File: config.mk
export PLATFORM = sky130hd
export DESIGN_NAME = mc_datapath
export DESIGN_NICKNAME = d
export VERILOG_FILES = /design/src/rtl/mc_datapath_pkg.sv /design/src/rtl/mc_datapath_regfile.sv /design/src/rtl/mc_datapath.sv
export SDC_FILE = /design/constraint.sdc
export NUM_CORES = 2
export LEC_CHECK = 0
export BUFFER_PORTS_ARGS = -buffer_cell sky130_fd_sc_hd__buf_2
export CAP_MARGIN = 10
export CELL_PAD_IN_SITES_DETAIL_PLACEMENT = 1
export CELL_PAD_IN_SITES_GLOBAL_PLACEMENT = 1
export CORE_ASPECT_RATIO = 2
export CORE_MARGIN = 5
export CORE_UTILIZATION = 54
export CTS_CLUSTER_SIZE = 12
export DETAILED_ROUTE_END_ITERATION = 12
export PLACE_DENSITY = 0.82
export SYNTH_ARGS = -nofsm -noshare
export SYNTH_HDL_FRONTEND = slang
export SYNTH_SLANG_ARGS = --single-unit
export TNS_END_PERCENT = 100
File: constraint.sdc
create_clock -name clk -period 5.2 [get_ports clk]
set_input_delay 1.04 -clock clk [delete_from_list [all_inputs] [get_ports clk]]
set_output_delay 1.04 -clock clk [all_outputs]
set_load 0.1 [all_outputs]
File: src/rtl/mc_datapath_pkg.sv
// rtl/mc_datapath_pkg.sv - opcodes, ALU codes, FSM states and control-word decode for mc_datapath
package mc_datapath_pkg;

  localparam logic [5:0] OP_RTYPE = 6'h00;
  localparam logic [5:0] OP_LW    = 6'h23;
  localparam logic [5:0] OP_SW    = 6'h2B;
  localparam logic [5:0] OP_ADDI  = 6'h08;
  localparam logic [5:0] OP_BEQ   = 6'h04;

  localparam logic [5:0] FN_ADD = 6'h20;
  localparam logic [5:0] FN_SUB = 6'h22;
  localparam logic [5:0] FN_AND = 6'h24;
  localparam logic [5:0] FN_OR  = 6'h25;
  localparam logic [5:0] FN_SLT = 6'h2A;

  localparam logic [2:0] ALU_AND = 3'b000;
  localparam logic [2:0] ALU_OR  = 3'b001;
  localparam logic [2:0] ALU_ADD = 3'b101;
  localparam logic [2:0] ALU_SUB = 3'b110;
  localparam logic [2:0] ALU_SLT = 3'b111;

  typedef enum logic [2:0] {S_IDLE, S_DECODE, S_EXEC, S_MEM, S_WB} state_t;

  typedef struct packed {
    logic       reg_dst;
    logic       reg_write;
    logic       alu_src;
    logic [2:0] alu_ctrl;
    logic       mem_write;
    logic       mem_read;
    logic       mem_to_reg;
    logic       branch;
  } ctrl_t;

  function automatic logic is_legal(input logic [31:0] inst);
    logic ok;
    ok = 1'b0;
    case (inst[31:26])
      OP_RTYPE: ok = (inst[5:0] == FN_ADD) || (inst[5:0] == FN_SUB) || (inst[5:0] == FN_AND) ||
                     (inst[5:0] == FN_OR)  || (inst[5:0] == FN_SLT);
      OP_LW, OP_SW, OP_ADDI, OP_BEQ: ok = 1'b1;
      default: ok = 1'b0;
    endcase
    return ok;
  endfunction

  function automatic ctrl_t decode(input logic [31:0] inst);
    ctrl_t c;
    c = '0;
    c.alu_ctrl = ALU_ADD;
    case (inst[31:26])
      OP_RTYPE: begin
        c.reg_dst   = 1'b1;
        c.reg_write = 1'b1;
        case (inst[5:0])
          FN_SUB:  c.alu_ctrl = ALU_SUB;
          FN_AND:  c.alu_ctrl = ALU_AND;
          FN_OR:   c.alu_ctrl = ALU_OR;
          FN_SLT:  c.alu_ctrl = ALU_SLT;
          default: c.alu_ctrl = ALU_ADD;
        endcase
      end
      OP_LW: begin
        c.alu_src    = 1'b1;
        c.mem_read   = 1'b1;
        c.mem_to_reg = 1'b1;
        c.reg_write  = 1'b1;
      end
      OP_SW: begin
        c.alu_src   = 1'b1;
        c.mem_write = 1'b1;
      end
      OP_ADDI: begin
        c.alu_src   = 1'b1;
        c.reg_write = 1'b1;
      end
      OP_BEQ: begin
        c.branch   = 1'b1;
        c.alu_ctrl = ALU_SUB;
      end
      default: c = c;
    endcase
    return c;
  endfunction

endpackage

File: src/rtl/mc_datapath_regfile.sv
// rtl/mc_datapath_regfile.sv - mc_regfile: 2 async read ports, 1 sync write port, register 0 reads 0
module mc_regfile #(
  parameter int DATA_W  = 32,
  parameter int REG_CNT = 32,
  parameter int AW      = $clog2(REG_CNT)
) (
  input  logic              clk,
  input  logic              rst_n,
  input  logic [AW-1:0]     ra1,
  input  logic [AW-1:0]     ra2,
  input  logic              we,
  input  logic [AW-1:0]     wa,
  input  logic [DATA_W-1:0] wdata,
  output logic [DATA_W-1:0] rdata1,
  output logic [DATA_W-1:0] rdata2
);

  logic [DATA_W-1:0] regs [REG_CNT];

  always_ff @(posedge clk or negedge rst_n) begin
    if (!rst_n) begin
      for (int i = 0; i < REG_CNT; i++) regs[i] <= '0;
    end else if (we && (wa != '0)) begin
      regs[wa] <= wdata;
    end
  end

  assign rdata1 = (ra1 == '0) ? '0 : regs[ra1];
  assign rdata2 = (ra2 == '0) ? '0 : regs[ra2];

endmodule

File: src/rtl/mc_datapath.sv
// rtl/mc_datapath.sv - multi-cycle MIPS-subset datapath with internal control FSM
// Optional cycle/instruction counters when MC_DATAPATH_PERF_EN is defined.
module mc_datapath
  import mc_datapath_pkg::*;
#(
  parameter int DATA_W     = 32,
  parameter int REG_CNT    = 32,
  parameter int DMEM_DEPTH = 64,
  parameter int PC_W       = 32
) (
  input  logic              clk,
  input  logic              rst_n,
  output logic [PC_W-1:0]   pc,
  input  logic [31:0]       inst,
  input  logic              inst_valid,
  output logic              inst_ready,
  output logic [DATA_W-1:0] rd,
  output logic              done,
  output logic              illegal,
  output logic              busy
`ifdef MC_DATAPATH_PERF_EN
  ,
  output logic [31:0]       perf_cycles,
  output logic [31:0]       perf_insts
`endif
);

  localparam int RAW = $clog2(REG_CNT);
  localparam int MAW = $clog2(DMEM_DEPTH);

  state_t            state, state_nx;
  logic [31:0]       ir;
  logic [DATA_W-1:0] a_q, b_q, alu_q, mdr_q;
  logic [DATA_W-1:0] rf_r1, rf_r2, simm, op2, alu_res, wb_data;
  logic [PC_W-1:0]   br_off, pc_nx;
  logic [RAW-1:0]    wa;
  logic [MAW-1:0]    mem_idx;
  ctrl_t             ctrl;
  logic              legal;
  logic              ld_ir, ld_ab, ld_alu, ld_mdr, mem_we, reg_we, pc_we;
  logic [DATA_W-1:0] dmem [DMEM_DEPTH];

  assign ctrl    = decode(ir);
  assign legal   = is_legal(ir);
  assign simm    = DATA_W'($signed(ir[15:0]));
  assign br_off  = PC_W'($signed(ir[15:0])) << 2;
  assign op2     = ctrl.alu_src ? simm : b_q;
  assign wa      = ctrl.reg_dst ? ir[11 +: RAW] : ir[16 +: RAW];
  assign wb_data = ctrl.mem_to_reg ? mdr_q : alu_q;
  assign mem_idx = alu_q[MAW+1:2];
  assign busy    = (state != S_IDLE);

  mc_regfile #(.DATA_W(DATA_W), .REG_CNT(REG_CNT), .AW(RAW)) u_regfile (
    .clk   (clk),
    .rst_n (rst_n),
    .ra1   (ir[21 +: RAW]),
    .ra2   (ir[16 +: RAW]),
    .we    (reg_we),
    .wa    (wa),
    .wdata (wb_data),
    .rdata1(rf_r1),
    .rdata2(rf_r2)
  );

  always_comb begin
    alu_res = '0;
    case (ctrl.alu_ctrl)
      ALU_AND: alu_res = a_q & op2;
      ALU_OR:  alu_res = a_q | op2;
      ALU_ADD: alu_res = a_q + op2;
      ALU_SUB: alu_res = a_q - op2;
      ALU_SLT: alu_res = DATA_W'($signed(a_q) < $signed(op2));
      default: alu_res = '0;
    endcase
  end

  always_ff @(posedge clk or negedge rst_n) begin
    if (!rst_n) state <= S_IDLE;
    else        state <= state_nx;
  end

  always_comb begin
    state_nx   = state;
    inst_ready = 1'b0;
    done       = 1'b0;
    illegal    = 1'b0;
    ld_ir      = 1'b0;
    ld_ab      = 1'b0;
    ld_alu     = 1'b0;
    ld_mdr     = 1'b0;
    mem_we     = 1'b0;
    reg_we     = 1'b0;
    pc_we      = 1'b0;
    pc_nx      = pc + PC_W'(4);
    case (state)
      S_IDLE: begin
        inst_ready = 1'b1;
        if (inst_valid) begin
          ld_ir    = 1'b1;
          state_nx = S_DECODE;
        end
      end
      S_DECODE: begin
        if (!legal) begin
          illegal  = 1'b1;
          pc_we    = 1'b1;
          state_nx = S_IDLE;
        end else begin
          ld_ab    = 1'b1;
          state_nx = S_EXEC;
        end
      end
      S_EXEC: begin
        ld_alu = 1'b1;
        if (ctrl.branch) begin
          done     = 1'b1;
          pc_we    = 1'b1;
          state_nx = S_IDLE;
          if (a_q == b_q) pc_nx = pc + PC_W'(4) + br_off;
        end else if (ctrl.mem_read || ctrl.mem_write) begin
          state_nx = S_MEM;
        end else begin
          state_nx = S_WB;
        end
      end
      S_MEM: begin
        if (ctrl.mem_write) begin
          mem_we   = 1'b1;
          done     = 1'b1;
          pc_we    = 1'b1;
          state_nx = S_IDLE;
        end else begin
          ld_mdr   = 1'b1;
          state_nx = S_WB;
        end
      end
      S_WB: begin
        reg_we   = ctrl.reg_write;
        done     = 1'b1;
        pc_we    = 1'b1;
        state_nx = S_IDLE;
      end
      default: state_nx = S_IDLE;
    endcase
  end

  always_ff @(posedge clk or negedge rst_n) begin
    if (!rst_n) begin
      ir    <= '0;
      a_q   <= '0;
      b_q   <= '0;
      alu_q <= '0;
      mdr_q <= '0;
      pc    <= '0;
      rd    <= '0;
    end else begin
      if (ld_ir)  ir    <= inst;
      if (ld_ab)  begin a_q <= rf_r1; b_q <= rf_r2; end
      if (ld_alu) alu_q <= alu_res;
      if (ld_mdr) mdr_q <= dmem[mem_idx];
      if (pc_we)  pc    <= pc_nx;
      if (reg_we) rd    <= wb_data;
    end
  end

  // Data memory has no reset; a store only fires from the MEM state, which reset leaves.
  always_ff @(posedge clk) begin
    if (mem_we) dmem[mem_idx] <= b_q;
  end

`ifdef MC_DATAPATH_PERF_EN
  always_ff @(posedge clk or negedge rst_n) begin
    if (!rst_n) begin
      perf_cycles <= '0;
      perf_insts  <= '0;
    end else begin
      if (busy && (perf_cycles != '1)) perf_cycles <= perf_cycles + 32'd1;
      if (done && (perf_insts != '1))  perf_insts  <= perf_insts + 32'd1;
    end
  end
`endif

endmodule

# Word level (Yosys, flattened, before mapping)
# Memories as Yosys holds them, arrays and structs flattened. A register that Yosys moved wholly into a read port is not among the register bits.
# Index checks and enable logic that the tools add are counted.
dict set report op_classes {
  add_sub_neg 4
  n_lt_le_gt_ge 5
  eq_ne 19
  mux 51
  bitwise 5
  n_reduce_logical 18
}
# op n
set op_table {}
lappend op_table {{1024-bit bitwise mux} 1}
lappend op_table {{32-bit 2-to-1 mux} 12}
lappend op_table {{32-bit binary-select mux with 5-bit select} 2}
lappend op_table {{32-bit demux with 5-bit select} 1}
lappend op_table {{32-bit case mux with 5 select lines} 1}
lappend op_table {{32-bit adder} 2}
lappend op_table {{6-bit equality test, second input constant} 7}
lappend op_table {{32-bit by 3-bit adder with 32-bit output, second input constant} 1}
lappend op_table {{32-bit AND} 1}
lappend op_table {{32-bit equality test} 1}
lappend op_table {{32-bit less-than comparator} 1}
lappend op_table {{32-bit bitwise OR} 1}
lappend op_table {{32-bit subtractor} 1}
lappend op_table {{3-bit case mux with 4 select lines} 2}
lappend op_table {{1-bit 2-to-1 mux} 21}
lappend op_table {{6-bit >= comparator, second input constant} 3}
lappend op_table {{5-bit inverter with 6-bit output} 3}
lappend op_table {{3-bit equality test, second input constant} 4}
lappend op_table {{3-bit 2-to-1 mux} 4}
lappend op_table {{5-bit zero test} 2}
lappend op_table {{3-bit by 1-bit equality test with 1-bit output, second input constant} 2}
lappend op_table {{3-bit by 2-bit equality test with 1-bit output, second input constant} 2}
lappend op_table {{6-bit by 3-bit equality test with 1-bit output, second input constant} 1}
lappend op_table {{6-bit by 4-bit equality test with 1-bit output, second input constant} 1}
lappend op_table {{other kinds (17)} 25}
dict set report word_totals {
  regBits 1219
  ramBits 2048
  inputBits 35
  out_inout_bits 68
  word_cells 142
  memories 1
}
# memory words width read_ports rd_ports_with_merged_regs wr line_no
set memory_table {}
lappend memory_table {dmem 64 32 1 1 1 mc_datapath.sv:41} ;# logic [DATA_W-1:0] dmem [DMEM_DEPTH];

# Longest topological paths before layout
dict set report depth {
  depth_word 9
  mapped_depth 21
}

# By module
# A second synthesis with hierarchy kept.
dict set report unflattened {
  cells_unflattened 9344
  area_unflattened_um2 144826.4
}
# module instances cells_each area_per_inst_um2
set modules_own_cells {}
lappend modules_own_cells {mc_datapath 1 5726 90396.7}
lappend modules_own_cells {mc_regfile 1 3618 54429.7}

# Least setup slack after synthesis
# OpenSTA, ideal clock, no wires.
dict set report synth_timing {
  path_type {reg-to-reg}
  start {reg pc[2]}
  end {reg pc[31]}
  setup_ps 158
  t_arrival_ps 4726
  required_ps 5042
  path_slack_ps 317
  stages_incl_launch_ff 20
  path_buffers 1
  cell_sequence {dfrtp_1 ha_1 and3_1 buf_2 nand2_1 or2_2 nor3_1 nand3_1 xnor2_1 ha_1 and3_1 a221oi_1 o21a_1 o211ai_1 o21ai_1 a41oi_1 or3_1 and4_1 o21ai_1 xnor2_1}
}
dict set report synth_via {
  elab_chain_cells 5
}
# item line_no
set synth_lines {}
lappend synth_lines {{start: declaration} mc_datapath.sv:13} ;# output logic [PC_W-1:0] pc,
lappend synth_lines {{start signal: assignment} mc_datapath.sv:161} ;# if (pc_we) pc <= pc_nx;
lappend synth_lines {{32-bit by 3-bit adder with 32-bit output (*)} {mc_datapath.sv:94, mc_datapath.sv:119}}
lappend synth_lines {{32-bit adder} mc_datapath.sv:119} ;# if (a_q == b_q) pc_nx = pc + PC_W'(4) + br_off;
lappend synth_lines {{32-bit 2-to-1 mux} mc_datapath.sv:119}
lappend synth_lines {{32-bit 2-to-1 mux} mc_datapath.sv:115} ;# if (ctrl.branch) begin
lappend synth_lines {{32-bit 2-to-1 mux (*)} mc_datapath.sv:95} ;# case (state)
# Every way passes the cells marked *; elsewhere a longest branch is shown, timed or not.
# A chain may end at the register's enable or synchronous reset.

# Worst setup path in the final report
dict set report layout_timing {
  start {reg ir[27]}
  end {reg alu_q[0]}
}
dict set report layout_via {
  elab_chain_cells 6
  word_cells_on_any_way 20
}
# item line_no
set layout_lines {}
lappend layout_lines {{start: declaration} mc_datapath.sv:32} ;# logic [31:0] ir;
lappend layout_lines {{start signal: assignment} mc_datapath.sv:157} ;# if (ld_ir) ir <= inst;
lappend layout_lines {{6-bit equality test / 6-bit by 4-bit equality test with 1-bit output (equally long branches)} mc_datapath_pkg.sv:51} ;# case (inst[31:26])
lappend layout_lines {{3-bit OR reduction (no source line)} -}
lappend layout_lines {{1-bit 2-to-1 mux} mc_datapath_pkg.sv:51}
lappend layout_lines {{32-bit 2-to-1 mux} mc_datapath.sv:47} ;# assign op2 = ctrl.alu_src ? simm : b_q;
lappend layout_lines {{32-bit subtractor, or another cell as far along} mc_datapath.sv:71} ;# ALU_SUB: alu_res = a_q - op2;
lappend layout_lines {{32-bit case mux with 5 select lines (*)} mc_datapath.sv:67} ;# case (ctrl.alu_ctrl)
lappend layout_lines {{end signal: assignment} mc_datapath.sv:159} ;# if (ld_alu) alu_q <= alu_res;
lappend layout_lines {{end: declaration} mc_datapath.sv:33} ;# logic [DATA_W-1:0] a_q, b_q, alu_q, mdr_q;
# Marks and branches as above.

==> key figures <==
Outcome
  – Status: completed

Final layout
  – Final instance area: 158000 um2
  – Area Growth Syn to Fin: 11.1%
  – Share of cells above drive strength 1: 0.177
  – Fin util: 0.602
  – Commonest cells after routing, fill and taps aside: 2048 x edfxtp_1, 1204 x dfrtp_1, 804 x a21oi_1
  – Nets: 10300
  – Most common cell after layout, fill and taps aside: edfxtp_1
  – Final std cells w/o fill: 13700
  – Filler instances: 24600

CTS
  – H-Tree Depth: 5
  – Hold buffers post-CTS: 0
  – Reg clk slew, reported paths: 0.06 ns
  – Max Buffers Root-to-Sink: 4
  – Worst-skew pair later-pin latency: 0.93 ns
  – Num CTS Buffers: 321
  – Root buf cell: clkbuf_16
  – CTS resizes: 0
  – Clk sinks: 3297
  – Setup Fix Bufs, Post-CTS: 0
  – CTS tree: done

Logic synthesis
  – YS warnings: 0
  – XOR/XNOR share of the synthesized area: 0.00721
  – Prevailing post-synth register cell: edfxtp_1
  – Async SR Flop Fraction: 0.379
  – Average instance area after synthesis: 14.1 um2
  – Adder-Cell Fraction of Synth Area: 0.0131
  – EDFF count, synth: 2048
  – Main combinational cell family by area after synthesis: compound AO/OA/AOI/OAI gates
  – Yosys top cell area share: 0.433
  – Cell area after synthesis: 142000 um2
  – Synth Area in Compound Gates: 0.127
  – Cells after Synth: 10100
  – Mux share of post-synthesis cell area: 0.113
  – Yosys top cell by area: edfxtp_1
  – Largest cells by area after synthesis: edfxtp_1 43%, dfrtp_1 22%, mux4_2 10%
  – Yosys reg bits: 3297
  – Sequential area share after synthesis: 0.653
  – Post-synthesis simple-gate area fraction: 0.0601
  – Post-synthesis cell type count: 105

STA
  – Worst Skew: 0.0846 ns
  – Final Setup Violations: 0
  – Slew headroom: 0.152
  – TNS Setup: 0 ns
  – Fmax: 203 MHz
  – Max Slew Vio Count: 0
  – Hold Vio Cnt, Final: 0
  – Minimum clock period: 4.93 ns
  – RSZ-0062 raised after global routing: no
  – Worst slew pin tran: 1.27 ns
  – Final period utilization: 0.947

Global routing
  – Number of global-route vias before repair: 108000
  – First-pass GRT wire length: 772000 um
  – GRT Util Overall: 0.389
  – Initial antenna violation count: 17
  – Grt ovf: 0
  – Largest net degree at the start of global routing: 141

Worst setup path
  – CP max stage delay: 0.45 ns
  – Crit path launch type: flop
  – Critical Path AT: 5.66 ns
  – CP Cell Sequence: or3_1, o21ai_1, nand2_1, buf_4, mux2_2, fa_1, nor2_2, o211ai_2, a32oi_2, a211oi_2, nor2_1, a41oi_2, o22a_1, o31ai_1, a21oi_1, o32a_1
  – Required time worst endpoint: 5.93 ns
  – CP max stage cell: fa_1
  – Kind of critical path: flop to flop
  – Critical path fanouts, max: 19
  – Setup crit end kind: flop

Place
  – Buffers added on ports: 100
  – Area of placed instances: 149000 um2
  – Hpwl dp: 328000 um
  – Placer Congestion: 0.944
  – Post-placement cell count: 13300

Routing
  – Via/cell ratio: 7.31
  – Residual DRC: 0
  – DRT iter0 DRCs: 12800
  – Drt first pass iters: 9
  – Drt total wl: 540000 um
  – Antenna Nets Post-Route: 0
  – Post-DR wirelength/cell: 39.4 um
  – Vias: 100000

Power
  – Maximum vdd ir drop: 0.669 mV
  – Leakage: 61.7 nW
  – Power Dens Cells: 410 nW/um2

Floorplan
  – Ports: 103
  – Die Y: 735 um
  – Die X: 373 um
  – FP Rows: 266
  – Die area: 274000 um2
  – Core area: 262000 um2
  – Starting Density: 0.542

Job
  – Max cap viols: 0

Hold path
  – HP Class: input port to asynchronous set/reset pin
-- logic make-up (layout without fill, tap and decap cells) --
| group | count (synthesis) | in the layout |
|---|---|---|
| multiplexers | 795 | 795 |
| other | 1 | 8 |
| AND/OR/NAND/NOR | 1951 | 1951 |
| adder cells (fa/ha/maj) | 147 | 147 |
| flip-flops | 3297 | 3297 |
| buffers and inverters | 965 | 1089 |
| AO/OA/AOI/OAI | 2830 | 2830 |
| XOR/XNOR | 117 | 117 |
-- synth_stat cells, types with 36 or more instances --
cell,n
edfxtp_1,2048
dfrtp_1,1249
a21oi_1,807
nor2_1,787
a22oi_1,761
nand2_1,719
mux4_2,640
clkbuf_1,555
o21ai_0,497
nand4_1,209
o21ai_1,171
buf_2,158
a221oi_1,145
ha_1,144
a22o_1,134
buf_1,131
inv_1,112
mux2i_1,110
xnor2_1,84
a31oi_1,66
mux2_2,45
nand3_1,44
o22ai_1,36
-- metal layers --
layer	up-vias	GRT usage	part of all wire
met5	-	0	0.00012
met4	10	0.353	0.12
met3	2584	0.0781	0.092
met2	7287	0.657	0.49
met1	51500	0.411	0.30
li1	38900	-	-
-- report_power, final --
part	switching (mW)	total (mW)	leakage [nW]	internal [mW]
logic	9.73	13.5	16.9	3.78
registers	1.37	29.5	40.5	28.2
clock network	10.1	21.7	4.31	11.6
total	21.2	64.7	61.7	43.5
-- flip-flops by register name (all words and copies together), names as in the netlist --
| register | cells |
|---|---|
| dmem | 2048 |
| b_q | 32 |
| rd | 32 |
| u_regfile.regs | 1024 |
| alu_q | 32 |
| pc | 30 |
| a_q | 32 |
| state | 3 |
| mdr_q | 32 |
| ir | 32 |
-- through the flow --
stage	power (mW)	worst slack, ns	hold slack [ns]
finish	64.7	0.274	0.0640
global route	66.4	0.0662	0.113
CTS	64.3	0.321	0.120
detailed placement	43.0	0.355	0.384
global placement	42.7	0.318	0.376
floorplan	37.2	0.317	0.441
-- worst paths after layout --
path                                startpoint                  end  slack [ns]  cells past startpoint
min in group clk                      inst[14]               ir[14]        0.38                      2
max                                     ir[27]             alu_q[0]        0.27                     16
min                                      rst_n  u_regfile.regs[450]        0.06                      1
max in group asynchronous                rst_n  u_regfile.regs[119]        3.64                      2
min reg2reg                u_regfile.regs[999]  u_regfile.regs[999]        0.40                      0
max reg2reg                             ir[27]             alu_q[0]        0.27                     16
-- layout make-up --
class / count / area (um2) / area share
Multi-Input combinational cell: 5842 / 46700 / 0.296
Clock inverter: 22 / 313 / 0.00198
Tap cell: 3484 / 4360 / 0.0276
Antenna cell: 6 / 15.0 / 0.0000951
Clock buffer: 424 / 8600 / 0.0545
Inverter: 116 / 435 / 0.00276
Sequential cell: 3297 / 92800 / 0.588
Timing Repair Buffer: 527 / 4610 / 0.0292
-- worst max-delay path, delay by kind of cell (launching register included) --
| family | cells | cell delay [ns] |
|---|---|---|
| fa+ha+maj | 1 | 0.45 |
| mux | 1 | 0.35 |
| simple gates | 4 | 1.13 |
| buf+inv | 1 | 0.28 |
| flops | 1 | 0.40 |
| compound gates | 9 | 2.18 |
(Power assumes the default switching activity.)
